$ cat src/rtl/fa_pkg.sv
// rtl/fa_pkg.sv - shared types and constants for the fp add/sub align stage
//
// Purpose : default field widths, skid-buffer state encoding, the default-width
//           payload record, and canonical qNaN / Inf constant builders.
// Ports   : none (package).
package fa_pkg;

    localparam int DEF_EXP_W = 8;
    localparam int DEF_MAN_W = 23;
    localparam int DEF_W     = 1 + DEF_EXP_W + DEF_MAN_W;
    localparam int DEF_SIG_W = DEF_MAN_W + 4;

    // Widest encoding the constant builders can produce.
    localparam int FP_MAX_W = 64;

    typedef enum logic [1:0] {
        BUF_EMPTY = 2'd0,
        BUF_ONE   = 2'd1,
        BUF_TWO   = 2'd2
    } buf_state_e;

    typedef struct packed {
        logic                 sign;
        logic [DEF_EXP_W-1:0] exp;
        logic [DEF_SIG_W-1:0] sig_big;
        logic [DEF_SIG_W-1:0] sig_small;
        logic                 eff_sub;
        logic                 special;
        logic [DEF_W-1:0]     special_val;
    } payload_t;

    // {0, all-ones exponent, quiet bit, zeros}, right-aligned in FP_MAX_W bits.
    function automatic logic [FP_MAX_W-1:0] fa_qnan(input int exp_w, input int man_w);
        logic [FP_MAX_W-1:0] v;
        v = '0;
        for (int i = 0; i < exp_w; i++) begin
            v[man_w+i] = 1'b1;
        end
        v[man_w-1] = 1'b1;
        return v;
    endfunction

    // {sign, all-ones exponent, zero fraction}, right-aligned in FP_MAX_W bits.
    function automatic logic [FP_MAX_W-1:0] fa_inf(input logic sign, input int exp_w, input int man_w);
        logic [FP_MAX_W-1:0] v;
        v = '0;
        for (int i = 0; i < exp_w; i++) begin
            v[man_w+i] = 1'b1;
        end
        v[exp_w+man_w] = sign;
        return v;
    endfunction

endpackage

$ cat src/rtl/fa_align_stage_if.sv
// rtl/fa_align_stage_if.sv - operand-in / aligned-result-out handshake bundle
//
// Purpose : groups the upstream operand handshake and the downstream aligned
//           payload handshake of fa_align_stage.
// Modports: master - upstream/downstream environment (drives operands, out_ready)
//           slave  - the align stage (drives in_ready and all out_* signals)
interface fa_align_stage_if
    import fa_pkg::*;
#(
    parameter int EXP_W = DEF_EXP_W,
    parameter int MAN_W = DEF_MAN_W
) ();
    localparam int W     = 1 + EXP_W + MAN_W;
    localparam int SIG_W = MAN_W + 4;

    logic             in_valid;
    logic             in_ready;
    logic [W-1:0]     A;
    logic [W-1:0]     B;
    logic             sub;
    logic             out_valid;
    logic             out_ready;
    logic             out_sign;
    logic [EXP_W-1:0] out_exp;
    logic [SIG_W-1:0] out_big;
    logic [SIG_W-1:0] out_small;
    logic             out_eff_sub;
    logic             out_special;
    logic [W-1:0]     out_special_val;

    modport master (
        output in_valid, A, B, sub, out_ready,
        input  in_ready, out_valid, out_sign, out_exp, out_big, out_small,
               out_eff_sub, out_special, out_special_val
    );

    modport slave (
        input  in_valid, A, B, sub, out_ready,
        output in_ready, out_valid, out_sign, out_exp, out_big, out_small,
               out_eff_sub, out_special, out_special_val
    );
endinterface

$ cat src/rtl/fa_align_shift.sv
// rtl/fa_align_shift.sv - sticky-preserving right shifter for significand alignment
//
// Purpose : shifts sig_i right by diff_i; every bit shifted out is OR'd into the
//           result LSB. Shift amounts of SIG_W or more collapse to {0..0, |sig_i}.
// Ports   : sig_i  [SIG_W] significand {hidden, frac, G, R, S}
//           diff_i [SH_W]  exponent difference
//           sig_o  [SIG_W] aligned significand with sticky
module fa_align_shift #(
    parameter int SIG_W = 27,
    parameter int SH_W  = 8
) (
    input  logic [SIG_W-1:0] sig_i,
    input  logic [SH_W-1:0]  diff_i,
    output logic [SIG_W-1:0] sig_o
);
    logic [SIG_W-1:0] shifted;
    logic [SIG_W-1:0] lost_mask;
    logic             sat;

    always_comb begin
        sat       = 32'(diff_i) >= 32'(SIG_W);
        shifted   = sig_i >> diff_i;
        // Ones in exactly the positions that fall off the right end.
        lost_mask = ~({SIG_W{1'b1}} << diff_i);
        if (sat) begin
            sig_o = {{(SIG_W-1){1'b0}}, |sig_i};
        end else begin
            sig_o = shifted | {{(SIG_W-1){1'b0}}, |(sig_i & lost_mask)};
        end
    end
endmodule

$ cat src/rtl/fa_align_stage.sv
// rtl/fa_align_stage.sv - fp add/sub stage 1: unpack, order, align, specials, skid buffer
//
// Purpose : applies the add/sub opcode, orders operands by magnitude, aligns the
//           smaller significand (G/R/S), resolves NaN/Inf, and registers the
//           payload in a 2-entry skid buffer with registered in_ready.
// Ports   : CLK   - rising-edge clock
//           RESET - asynchronous active-high reset
//           bus   - fa_align_stage_if.slave (operands in, aligned payload out)
// Config  : FA_DENORM_EN - when defined, exp==0 with frac!=0 is a subnormal
//           (hidden 0, effective exponent 1); otherwise it flushes to signed zero.
module fa_align_stage
    import fa_pkg::*;
#(
    parameter int EXP_W = DEF_EXP_W,
    parameter int MAN_W = DEF_MAN_W
) (
    input  logic            CLK,
    input  logic            RESET,
    fa_align_stage_if.slave bus
);
    localparam int W     = 1 + EXP_W + MAN_W;
    localparam int SIG_W = MAN_W + 4;

    localparam logic [W-1:0]     QNAN     = W'(fa_qnan(EXP_W, MAN_W));
    localparam logic [W-1:0]     INF      = W'(fa_inf(1'b0, EXP_W, MAN_W));
    localparam logic [EXP_W-1:0] EXP_ONES = '1;

    typedef struct packed {
        logic             sign;
        logic [EXP_W-1:0] exp;
        logic [SIG_W-1:0] sig_big;
        logic [SIG_W-1:0] sig_small;
        logic             eff_sub;
        logic             special;
        logic [W-1:0]     special_val;
    } stage_t;

    logic             sa, sb;
    logic [EXP_W-1:0] ea, eb, xa, xb;
    logic [MAN_W-1:0] fa, fb;
    logic             a_zero, b_zero, a_nan, b_nan, a_inf, b_inf;
    logic             a_big, mag_eq, eff_sub;
    logic [SIG_W-1:0] a_sig, b_sig, big_sig, small_sig, small_al;
    logic [EXP_W-1:0] big_x, small_x, diff;
    stage_t           res;

    assign sa = bus.A[W-1];
    assign sb = bus.B[W-1] ^ bus.sub;
    assign ea = bus.A[W-2:MAN_W];
    assign eb = bus.B[W-2:MAN_W];
    assign fa = bus.A[MAN_W-1:0];
    assign fb = bus.B[MAN_W-1:0];

    // Unpack and order operands by magnitude.
    always_comb begin
        a_nan = (ea == EXP_ONES) && (fa != '0);
        b_nan = (eb == EXP_ONES) && (fb != '0);
        a_inf = (ea == EXP_ONES) && (fa == '0);
        b_inf = (eb == EXP_ONES) && (fb == '0);
`ifdef FA_DENORM_EN
        a_zero = (ea == '0) && (fa == '0);
        b_zero = (eb == '0) && (fb == '0);
        xa     = (ea != '0) ? ea : EXP_W'(fa != '0);
        xb     = (eb != '0) ? eb : EXP_W'(fb != '0);
        a_sig  = {ea != '0, fa, 3'b000};
        b_sig  = {eb != '0, fb, 3'b000};
`else
        a_zero = (ea == '0);
        b_zero = (eb == '0);
        xa     = ea;
        xb     = eb;
        a_sig  = a_zero ? '0 : {1'b1, fa, 3'b000};
        b_sig  = b_zero ? '0 : {1'b1, fb, 3'b000};
`endif
        // Fraction taken from the (possibly flushed) significand so a flushed
        // subnormal compares equal to zero.
        a_big     = {ea, a_sig[SIG_W-2:3]} >= {eb, b_sig[SIG_W-2:3]};
        mag_eq    = {ea, a_sig[SIG_W-2:3]} == {eb, b_sig[SIG_W-2:3]};
        eff_sub   = sa ^ sb;
        big_x     = a_big ? xa : xb;
        small_x   = a_big ? xb : xa;
        big_sig   = a_big ? a_sig : b_sig;
        small_sig = a_big ? b_sig : a_sig;
        diff      = big_x - small_x;
    end

    fa_align_shift #(
        .SIG_W (SIG_W),
        .SH_W  (EXP_W)
    ) u_shift (
        .sig_i  (small_sig),
        .diff_i (diff),
        .sig_o  (small_al)
    );

    // Result payload assembly.
    always_comb begin
        res           = '0;
        res.eff_sub   = eff_sub;
        res.exp       = big_x;
        res.sig_big   = big_sig;
        res.sig_small = small_al;
        if (a_zero && b_zero) begin
            res.sign = sa & sb;
        end else if (mag_eq && eff_sub) begin
            res.sign = 1'b0;
        end else begin
            res.sign = a_big ? sa : sb;
        end
        if (a_nan || b_nan || (a_inf && b_inf && eff_sub)) begin
            res.special     = 1'b1;
            res.special_val = QNAN;
        end else if (a_inf) begin
            res.special     = 1'b1;
            res.special_val = {sa, INF[W-2:0]};
        end else if (b_inf) begin
            res.special     = 1'b1;
            res.special_val = {sb, INF[W-2:0]};
        end
    end

    // Two-entry skid buffer: main_q is what the output shows, skid_q catches
    // the one extra beat accepted while in_ready was still high.
    buf_state_e state_q, state_d;
    stage_t     main_q, main_d, skid_q, skid_d;
    logic       in_ready_q, in_ready_d;
    logic       in_fire, out_fire;

    assign in_fire  = bus.in_valid && in_ready_q;
    assign out_fire = (state_q != BUF_EMPTY) && bus.out_ready;

    always_ff @(posedge CLK or posedge RESET) begin
        if (RESET) begin
            state_q    <= BUF_EMPTY;
            main_q     <= '0;
            skid_q     <= '0;
            in_ready_q <= 1'b1;
        end else begin
            state_q    <= state_d;
            main_q     <= main_d;
            skid_q     <= skid_d;
            in_ready_q <= in_ready_d;
        end
    end

    always_comb begin
        state_d = state_q;
        main_d  = main_q;
        skid_d  = skid_q;
        unique case (state_q)
            BUF_EMPTY: begin
                if (in_fire) begin
                    main_d  = res;
                    state_d = BUF_ONE;
                end
            end
            BUF_ONE: begin
                if (in_fire && out_fire) begin
                    main_d = res;
                end else if (in_fire) begin
                    skid_d  = res;
                    state_d = BUF_TWO;
                end else if (out_fire) begin
                    state_d = BUF_EMPTY;
                end
            end
            BUF_TWO: begin
                if (out_fire) begin
                    main_d  = skid_q;
                    state_d = BUF_ONE;
                end
            end
            default: state_d = BUF_EMPTY;
        endcase
        in_ready_d = (state_d != BUF_TWO);
    end

    assign bus.in_ready        = in_ready_q;
    assign bus.out_valid       = (state_q != BUF_EMPTY);
    assign bus.out_sign        = main_q.sign;
    assign bus.out_exp         = main_q.exp;
    assign bus.out_big         = main_q.sig_big;
    assign bus.out_small       = main_q.sig_small;
    assign bus.out_eff_sub     = main_q.eff_sub;
    assign bus.out_special     = main_q.special;
    assign bus.out_special_val = main_q.special_val;
endmodule

$ cat src/flat_wrapper.sv
// flat-port wrapper written by rule: the top's interface ports become plain ports
module fa_align_stage_flat import fa_pkg::*;
#(
    parameter int EXP_W = DEF_EXP_W,
    parameter int MAN_W = DEF_MAN_W
)
  (CLK, RESET, bus_in_valid, bus_A, bus_B, bus_sub, bus_out_ready, bus_in_ready, bus_out_valid, bus_out_sign, bus_out_exp, bus_out_big, bus_out_small, bus_out_eff_sub, bus_out_special, bus_out_special_val);
  fa_align_stage_if #(.EXP_W(EXP_W), .MAN_W(MAN_W)) bus_i ();
  input  logic CLK;
  input  logic RESET;
  input wire logic [$bits(bus_i.in_valid)-1:0] bus_in_valid;
  input wire logic [$bits(bus_i.A)-1:0] bus_A;
  input wire logic [$bits(bus_i.B)-1:0] bus_B;
  input wire logic [$bits(bus_i.sub)-1:0] bus_sub;
  input wire logic [$bits(bus_i.out_ready)-1:0] bus_out_ready;
  output wire logic [$bits(bus_i.in_ready)-1:0] bus_in_ready;
  output wire logic [$bits(bus_i.out_valid)-1:0] bus_out_valid;
  output wire logic [$bits(bus_i.out_sign)-1:0] bus_out_sign;
  output wire logic [$bits(bus_i.out_exp)-1:0] bus_out_exp;
  output wire logic [$bits(bus_i.out_big)-1:0] bus_out_big;
  output wire logic [$bits(bus_i.out_small)-1:0] bus_out_small;
  output wire logic [$bits(bus_i.out_eff_sub)-1:0] bus_out_eff_sub;
  output wire logic [$bits(bus_i.out_special)-1:0] bus_out_special;
  output wire logic [$bits(bus_i.out_special_val)-1:0] bus_out_special_val;
  assign bus_i.in_valid = bus_in_valid;
  assign bus_i.A = bus_A;
  assign bus_i.B = bus_B;
  assign bus_i.sub = bus_sub;
  assign bus_i.out_ready = bus_out_ready;
  assign bus_in_ready = bus_i.in_ready;
  assign bus_out_valid = bus_i.out_valid;
  assign bus_out_sign = bus_i.out_sign;
  assign bus_out_exp = bus_i.out_exp;
  assign bus_out_big = bus_i.out_big;
  assign bus_out_small = bus_i.out_small;
  assign bus_out_eff_sub = bus_i.out_eff_sub;
  assign bus_out_special = bus_i.out_special;
  assign bus_out_special_val = bus_i.out_special_val;
  fa_align_stage #(.EXP_W(EXP_W), .MAN_W(MAN_W)) u_core (.CLK(CLK), .RESET(RESET), .bus(bus_i));
endmodule
$ cat config.mk
export PLATFORM = sky130hd
export DESIGN_NAME = fa_align_stage_flat
export DESIGN_NICKNAME = d
export VERILOG_FILES = /design/src/rtl/fa_pkg.sv /design/src/rtl/fa_align_stage_if.sv /design/src/rtl/fa_align_shift.sv /design/src/rtl/fa_align_stage.sv /design/src/flat_wrapper.sv
export SDC_FILE = /design/constraint.sdc
export NUM_CORES = 1
export LEC_CHECK = 0
export BUFFER_PORTS_ARGS = -buffer_cell sky130_fd_sc_hd__buf_2
export CORE_UTILIZATION = 27
export CTS_CLUSTER_SIZE = 8
export DETAILED_ROUTE_END_ITERATION = 10
export HOLD_SLACK_MARGIN = 0.02
export MAX_ROUTING_LAYER = met4
export PLACE_DENSITY = 0.47
export SYNTH_ARGS = -nofsm -noshare
export SYNTH_HDL_FRONTEND = slang
export SYNTH_SLANG_ARGS = --single-unit
$ cat constraint.sdc
create_clock -name CLK -period 6.9 [get_ports CLK]
set_input_delay 1.38 -clock CLK [delete_from_list [all_inputs] [get_ports CLK]]
set_output_delay 1.38 -clock CLK [all_outputs]
set_load 0.01 [all_outputs]
==> results.json, run 1 <==
{
  "fin_crit_ps": 6380,
  "p_leak_nw": 5.51,
  "first_iter_violations": 667,
  "fin_skew_ps": 15.5,
  "cts_buffers": 17,
  "syn-cell-area_um2": 10100,
  "grt_pass1_vias": 9466,
  "htree_levels": 4,
  "final_util_pct": 32.7,
  "end_kind": "flop",
  "slew_headroom_pct": 24.9,
  "root_buffer": "clkbuf_16",
  "dp_hpwl_um": 28700,
  "cts_num_sinks": 131,
  "status": "finished clean",
  "internal_power_w": 0.00226,
  "async_flop_share_pct": 100,
  "vdd.ir_drop.worst_mv": 0.168,
  "drc": 0,
  "io_buffer_count": 142,
  "num_vias": 9683,
  "cp_common_cell": "nor2_1",
  "grt_pass1_wl_um": 58500,
  "slew_viol_final": 0,
  "hold_slack_ps": 475,
  "die_w_um": 195,
  "antenna_found_initial": 0,
  "yosys.cell_types.count": 92,
  "crit_path_start_kind": "primary input",
  "worstSetupPathType": "primary input to flop",
  "ys_seq_area_share_pct": 32.6,
  "cp_num_buf_inv": 4,
  "dpl_cell_area_um2": 11400,
  "rsz0062_at_grt": "no",
  "fmax_ghz": 0.157,
  "swShare_pct": 40.4,
  "wl_per_cell_um": 20.0,
  "area_growth_pct": 19.1,
  "drt.antenna.violating_nets": 0,
  "syn_avg_cell_area_um2": 8.10,
  "grt.busiest_layer": "met2",
  "synth-seq-cells": 131,
  "ioPinCount": 168,
  "grt_use_met1_pct": 28.0,
  "finalHoldViolations": 0,
  "grt_max_degree": 117,
  "row_count": 70,
  "powerDensity_nw_per_um2": 316,
  "finalCritPeriodShare_pct": 92.5,
  "required_ps": 7160,
  "grt_overflow": 0,
  "via_per_inst": 5.23,
  "max_stage_delay_ps": 580,
  "grt_usage_pct": 20.6,
  "p_switching_w": 0.00153,
  "post_cts_resized": 0,
  "gp_congestion": 0.957,
  "use_met3_pct": 3.16,
  "cts_setup_buffers": 0,
  "hp-class": "flop to flop",
  "tightest_slew_ps": 1130,
  "start_util_pct": 27.5,
  "drt_pass1_iterations": 5,
  "cap_violations": 0,
  "tritoncts": "yes",
  "combPwrFrac_pct": 43.4,
  "synthesis.instances": 1241,
  "antenna_cells": 0,
  "critical_path.slowest_cell": "or4_1",
  "total_power_w": 0.00379,
  "power_frac_seq_pct": 31.2,
  "final_cell_mix": "180 x nand2_1, 142 x buf_2, 132 x nor2_1, 130 x dfrtp_1, 116 x a21oi_1",
  "power_frac_clock_pct": 25.5,
  "arrival_ps": 6650,
  "yosysWarnings": 0,
  "synth_ff_type": "dfrtp_1",
  "clk_pin_slew_ps": 60,
  "setup-tns-final_ps": 0,
  "holdBufCountCts": 0,
  "clock_latency_ps": 440,
  "cts_buffer_depth": 2,
  "finalWirelength_um": 37100,
  "path_max_fanout": 29,
  "globalRouteMet2Util_pct": 32.0,
  "critPathTopFamily": "simple AND/OR/NAND/NOR gates",
  "fp.coreArea_um2": 36600,
  "final_common_cell": "nand2_1",
  "die-area_um2": 38000,
  "synth-edff-count": 0,
  "nNetsFinal": 1473,
  "setup_viol": 0,
  "fp.dieH_um": 195,
  "drive_above_1_share_pct": 22.6,
  "final_area_um2": 12000
}
## stage by stage
step / std cells / setup WS [ps]
2_1_floorplan: 1265 / 13.7
3_3_place_gp: 1820 / 123
3_5_place_dp: 1820 / 121
4_1_cts: 1851 / 575
5_1_grt: 1851 / 90.7
6_report: 1851 / 517
## power by group through the flow
| stage | clock [W] | combinational (W) | sequential, W |
|---|---|---|---|
| after global routing | 0.00102 | 0.00183 | 0.00122 |
| after global placement | 0 | 0.00164 | 0.00119 |
| after floorplan | 0 | 0.00100 | 0.00125 |
| after CTS | 0.000988 | 0.00166 | 0.00119 |
| after detailed placement | 0 | 0.00165 | 0.00120 |
| final | 0.000965 | 0.00164 | 0.00118 |
## per-layer routing
metal	routed length (um)	vias to the layer above
met4	568	0
met3	2010	25
met1	17300	4645
met2	17200	320
li1	-	4693
met5	0	-
## path summary, 6_finish.rpt
kind / slack (ps) / from / endpoint / cells after the start
worst min register to register: 480 / u_core.skid_q[64] / u_core.skid_q[64] / 2
min in group asynchronous: 990 / RESET / u_core.bus.out_special_val[30] / 2
worst max-delay path: 520 / bus_A[27] / u_core.skid_q[34] / 26
worst max register to register: 4140 / u_core.bus.in_ready / u_core.bus.out_small[24] / 8
max in group asynchronous: 4540 / RESET / u_core.skid_q[34] / 3
worst min-delay path: 480 / u_core.skid_q[64] / u_core.skid_q[64] / 2
## worst min-delay path, cell delays in order (launching register included)
cell     delay, ps
dfrtp_1        330
nand2_1         40
o21ai_0         60
## cell families after synthesis
logic type      after synthesis  share of synthesized area (%)
simple gates                466                           21.4
compound gates              371                           23.3
buf+inv                     152                           7.63
flops                       131                           32.6
mux                          82                           10.4
fa+ha+maj                    33                           4.11
xor+xnor                      5                          0.510
other cells                   1                         0.0373
## sequential cells by signal, summed over array words and instances (netlist names)
register	count
u_core.skid_q	64
u_core.bus.out_small	27
u_core.bus.in_ready	1
u_core.bus.out_exp	8
u_core.state_q	2
u_core.bus.out_special_val	3
u_core.bus.out_big	24
u_core.bus.out_sign	1
u_core.bus.out_eff_sub	1
## final cells by class
type,count,area (um2)
fill,3962,24600
multi-input combinational,982,6140
sequential,131,3280
timing repair buffer,205,1220
tap,468,586
clock buffer,18,429
clock inverter,13,185
inverter,34,133
## cell usage after synthesis (all sizes together) (3+ instances only)
cell    count  area (um2)
a211o       3        26.3
a211oi     11        97.6
a21boi      3        33.8
a21o        8        60.1
a21oi     119         603
a221o       6        60.1
a22o        5        43.8
a22oi       5        37.5
a31oi      10        62.6
and2        7        43.8
and3       17         108
buf        69         455
clkbuf     49         184
dfrtp     130        3250
ha         33         413
inv        33         124
mux2       19         214
mux2i      47         470
mux4       16         360
nand2     183         706
nand2b      3        18.8
nand3      27         140
nand4      18         125
nor2      135         519
nor2b       9        56.3
nor3       27         145
nor4       17         128
o211ai     16         125
o21a       12        90.1
o21ai     117         601
o22ai       7        43.8
o311ai      4        35.0
o31ai      14         105
o41ai       4        42.6
or2         3        18.8
or3        11        73.8
or4         5        37.5
xor2        4        35.0
No activity file was read; power rests on OpenSTA's default activity.
==> run 2, diff against run 1 <==
Settings changed: CELL_PAD_IN_SITES_DETAIL_PLACEMENT from default to 1, CELL_PAD_IN_SITES_GLOBAL_PLACEMENT from default to 1, PLACE_DENSITY 0.47 to 0.58, RECOVER_POWER from default to 100, SYNTH_HIERARCHICAL from default to 1.
==> run 2 against run 1 <==
Final cell count about the same. Combinational power increased by 5%. Critical endpoint is now u_core/bus.out_small[7]. Worst hold slack improved by 30 ps. The run now ends with capacitance limit, slew limit left. Largest power group unchanged. Utilization increased by 0.12 points. Worst setup slack got worse by 190 ps. Power increased by 2.6%. Sequential share of layout area decreased by 0.16 points. Sequential cell count unchanged. Die area increased by 0.56%. Synthesized area increased by 0.57%. Clock-buffer cell count increased by 1. Final area increased by 0.60%.
==> results.json, run 2 <==
{
  "ioPinCount": 168,
  "grt_overflow": 0,
  "gp_congestion": 0.865,
  "hold_path_end": "u_core/skid_q[38]",
  "tritoncts": "yes",
  "via_per_inst": 5.17,
  "nNetsFinal": 1469,
  "synth_top_area_share_pct": 32.2,
  "yosysMostFrequentCell": "nor2_1",
  "power_frac_clock_pct": 23.7,
  "fin_skew_ps": 15.8,
  "dp_hpwl_um": 28500,
  "vdd.ir_drop.worst_mv": 0.207,
  "cts_buffers": 17,
  "start_util_pct": 27.6,
  "syn-cell-area_um2": 10100,
  "finalCritPeriodShare_pct": 95.3,
  "cap_violations": 5,
  "wl_per_cell_um": 20.3,
  "synth_commonest_cells": "208 x nor2_1, 139 x a21oi_1, 130 x dfrtp_1",
  "die-area_um2": 38200,
  "timing.rr.end": "u_core/skid_q[40]",
  "yosys.cell_types.count": 86,
  "seq_area_um2": 3280,
  "regMostFlops": "u_core/skid_q",
  "end_kind": "flop",
  "yosysWarnings": 6,
  "root_buffer": "clkbuf_16",
  "rrSetupSlack_ps": 870,
  "swShare_pct": 41.7,
  "yosys-top-cells-area": "dfrtp_1 32%, nor2_1 7.7%, a21oi_1 6.9%",
  "combPwrFrac_pct": 44.4,
  "async_flop_share_pct": 100,
  "fmax_ghz": 0.152,
  "whs_path_depth": 1,
  "slew_headroom_pct": -149,
  "finalWirelength_um": 37600,
  "synthesis.instances": 1205,
  "synth-edff-count": 0,
  "fp.dieH_um": 196,
  "cts_buffer_depth": 2,
  "clk_pin_slew_ps": 70,
  "powerDensity_nw_per_um2": 323,
  "r2r_cells": 5,
  "hold_start": "u_core/skid_q[38]",
  "row_count": 70,
  "clock_latency_ps": 450,
  "fp.coreArea_um2": 36700,
  "drt_pass1_iterations": 5,
  "power_frac_seq_pct": 31.9,
  "final_cell_mix": "208 x nor2_1, 139 x a21oi_1, 130 x dfrtp_1, 114 x nand2_1, 84 x clkbuf_1",
  "ys_seq_area_share_pct": 32.4,
  "status": "complete, but fails checks",
  "synth-seq-cells": 131,
  "arrival_ps": 6950,
  "io_buffer_count": 142,
  "holdBufCountCts": 0,
  "fin_crit_ps": 6580,
  "num_vias": 9563,
  "area_growth_pct": 19.1,
  "p_switching_w": 0.00162,
  "first_iter_violations": 422,
  "htree_levels": 4,
  "finalHoldViolations": 0,
  "required_ps": 7280,
  "multi_input_area_um2": 6310,
  "grt_max_degree": 77,
  "rsz0062_at_grt": "no",
  "largest_reg_flops": 64,
  "syn_avg_cell_area_um2": 8.39,
  "internal_power_w": 0.00226,
  "crit_path_start_kind": "primary input",
  "tightest_slew_ps": 3740,
  "grt_pass1_vias": 9980,
  "p_leak_nw": 5.26,
  "cts_num_sinks": 131,
  "worstSetupPathType": "primary input to flop",
  "nFillCells": 4359,
  "drive_above_1_share_pct": 18.2,
  "die_w_um": 196,
  "drt.antenna.violating_nets": 0,
  "yosysTopAreaCell": "dfrtp_1",
  "setup_viol": 0,
  "hp-class": "flop to flop",
  "worst_r2r_startpoint": "u_core/state_q[1]",
  "antenna_found_initial": 1,
  "grt_pass1_wl_um": 59500,
  "grt_usage_pct": 20.8,
  "synth_ff_type": "dfrtp_1",
  "total_power_w": 0.00389,
  "path_max_fanout": 25,
  "final_common_cell": "nor2_1",
  "slew_viol_final": 299,
  "setup-tns-final_ps": 0,
  "drc": 0,
  "failed_checks": "capacitance limit, slew limit"
}
==> run 2: final cells by class <==
type / instances / share of cell area [%]
Antenna cell: 1 / 0.0208
Clock buffer: 19 / 3.68
Clock inverter: 13 / 1.11
Inverter: 22 / 0.696
Multi-Input combinational cell: 977 / 52.4
Sequential cell: 131 / 27.2
Tap cell: 468 / 4.86
Timing Repair Buffer: 219 / 10.0
==> run 2: cells by family (layout without fill, tap and decap cells) <==
kind of cell | count (synthesis) | in the layout | synth area share [%]
other cells | 1 | 42 | 0.0371
flops | 131 | 131 | 32.4
xor+xnor | 4 | 4 | 0.347
simple gates | 477 | 477 | 21.5
buf+inv | 137 | 273 | 7.30
mux | 115 | 115 | 14.7
compound gates | 306 | 306 | 19.5
fa+ha+maj | 34 | 34 | 4.17
==> run 2: routing by layer <==
metal	routed length, um	track usage (%)
met1	18000	27.2
met2	18200	33.9
met3	834	2.69
met4	556	5.40
met5	0	-
==> run 2: per-stage QoR <==
step | hold slack, ps | area, um2 | setup WS [ps] | utilization, % | cells
finish | 505 | 12000 | 323 | 32.8 | 1850
global route | 527 | 12000 | 40.8 | 32.8 | 1850
CTS | 510 | 12200 | 340 | 33.2 | 1849
detailed placement | 495 | 11600 | -112 | 31.6 | 1817
global placement | 488 | 11600 | -7.51 | 31.6 | 1817
floorplan | 480 | 10300 | 751 | - | 1245
==> run 2: critical path, cell delays in order <==
cell and delay (ps):
buf_2 140, nor4_1 550, nand2_1 200, buf_12 210
nand2_1 120, ha_1 260, a21oi_1 140, o21ai_0 110
a2111o_1 480, o21ai_4 350, a21boi_1 150, a21o_1 230
or4_1 510, o221a_1 310, or2_2 430, nor2_1 120
clkbuf_1 220, nand2_1 160, a2111o_1 430, o21ai_0 130
mux2i_1 120, a21oi_1 190
==> run 2: how the worst max path moves through the flow <==
stage                         start                 endpoint  cells after the start
after CTS                 bus_B[29]  u_core/bus.out_small[5]                     21
final                     bus_B[29]  u_core/bus.out_small[7]                     22
after detailed placement  bus_B[29]  u_core/bus.out_small[0]                     21
after global placement    bus_B[29]        u_core/skid_q[34]                     20
after floorplan           bus_B[25]        u_core/skid_q[34]                     20
after global routing      bus_B[29]  u_core/bus.out_small[0]                     21
==> run 2: power by group through the flow <==
| stage | logic, W | clock network, W | registers [W] |
|---|---|---|---|
| 2_1_floorplan | 0.00107 | 0 | 0.00130 |
| 3_3_place_gp | 0.00177 | 0 | 0.00124 |
| 3_5_place_dp | 0.00179 | 0 | 0.00125 |
| 4_1_cts | 0.00180 | 0.000954 | 0.00124 |
| 5_1_grt | 0.00191 | 0.000978 | 0.00128 |
| 6_report | 0.00173 | 0.000921 | 0.00124 |
==> run 2: what timing repair did <==
| action | 4_1_cts | 5_1_grt |
|---|---|---|
| resized for setup | 0 | 1 |
| buffers inserted | 0 | 0 |
| setup endpoints to repair | 0 | 3 |
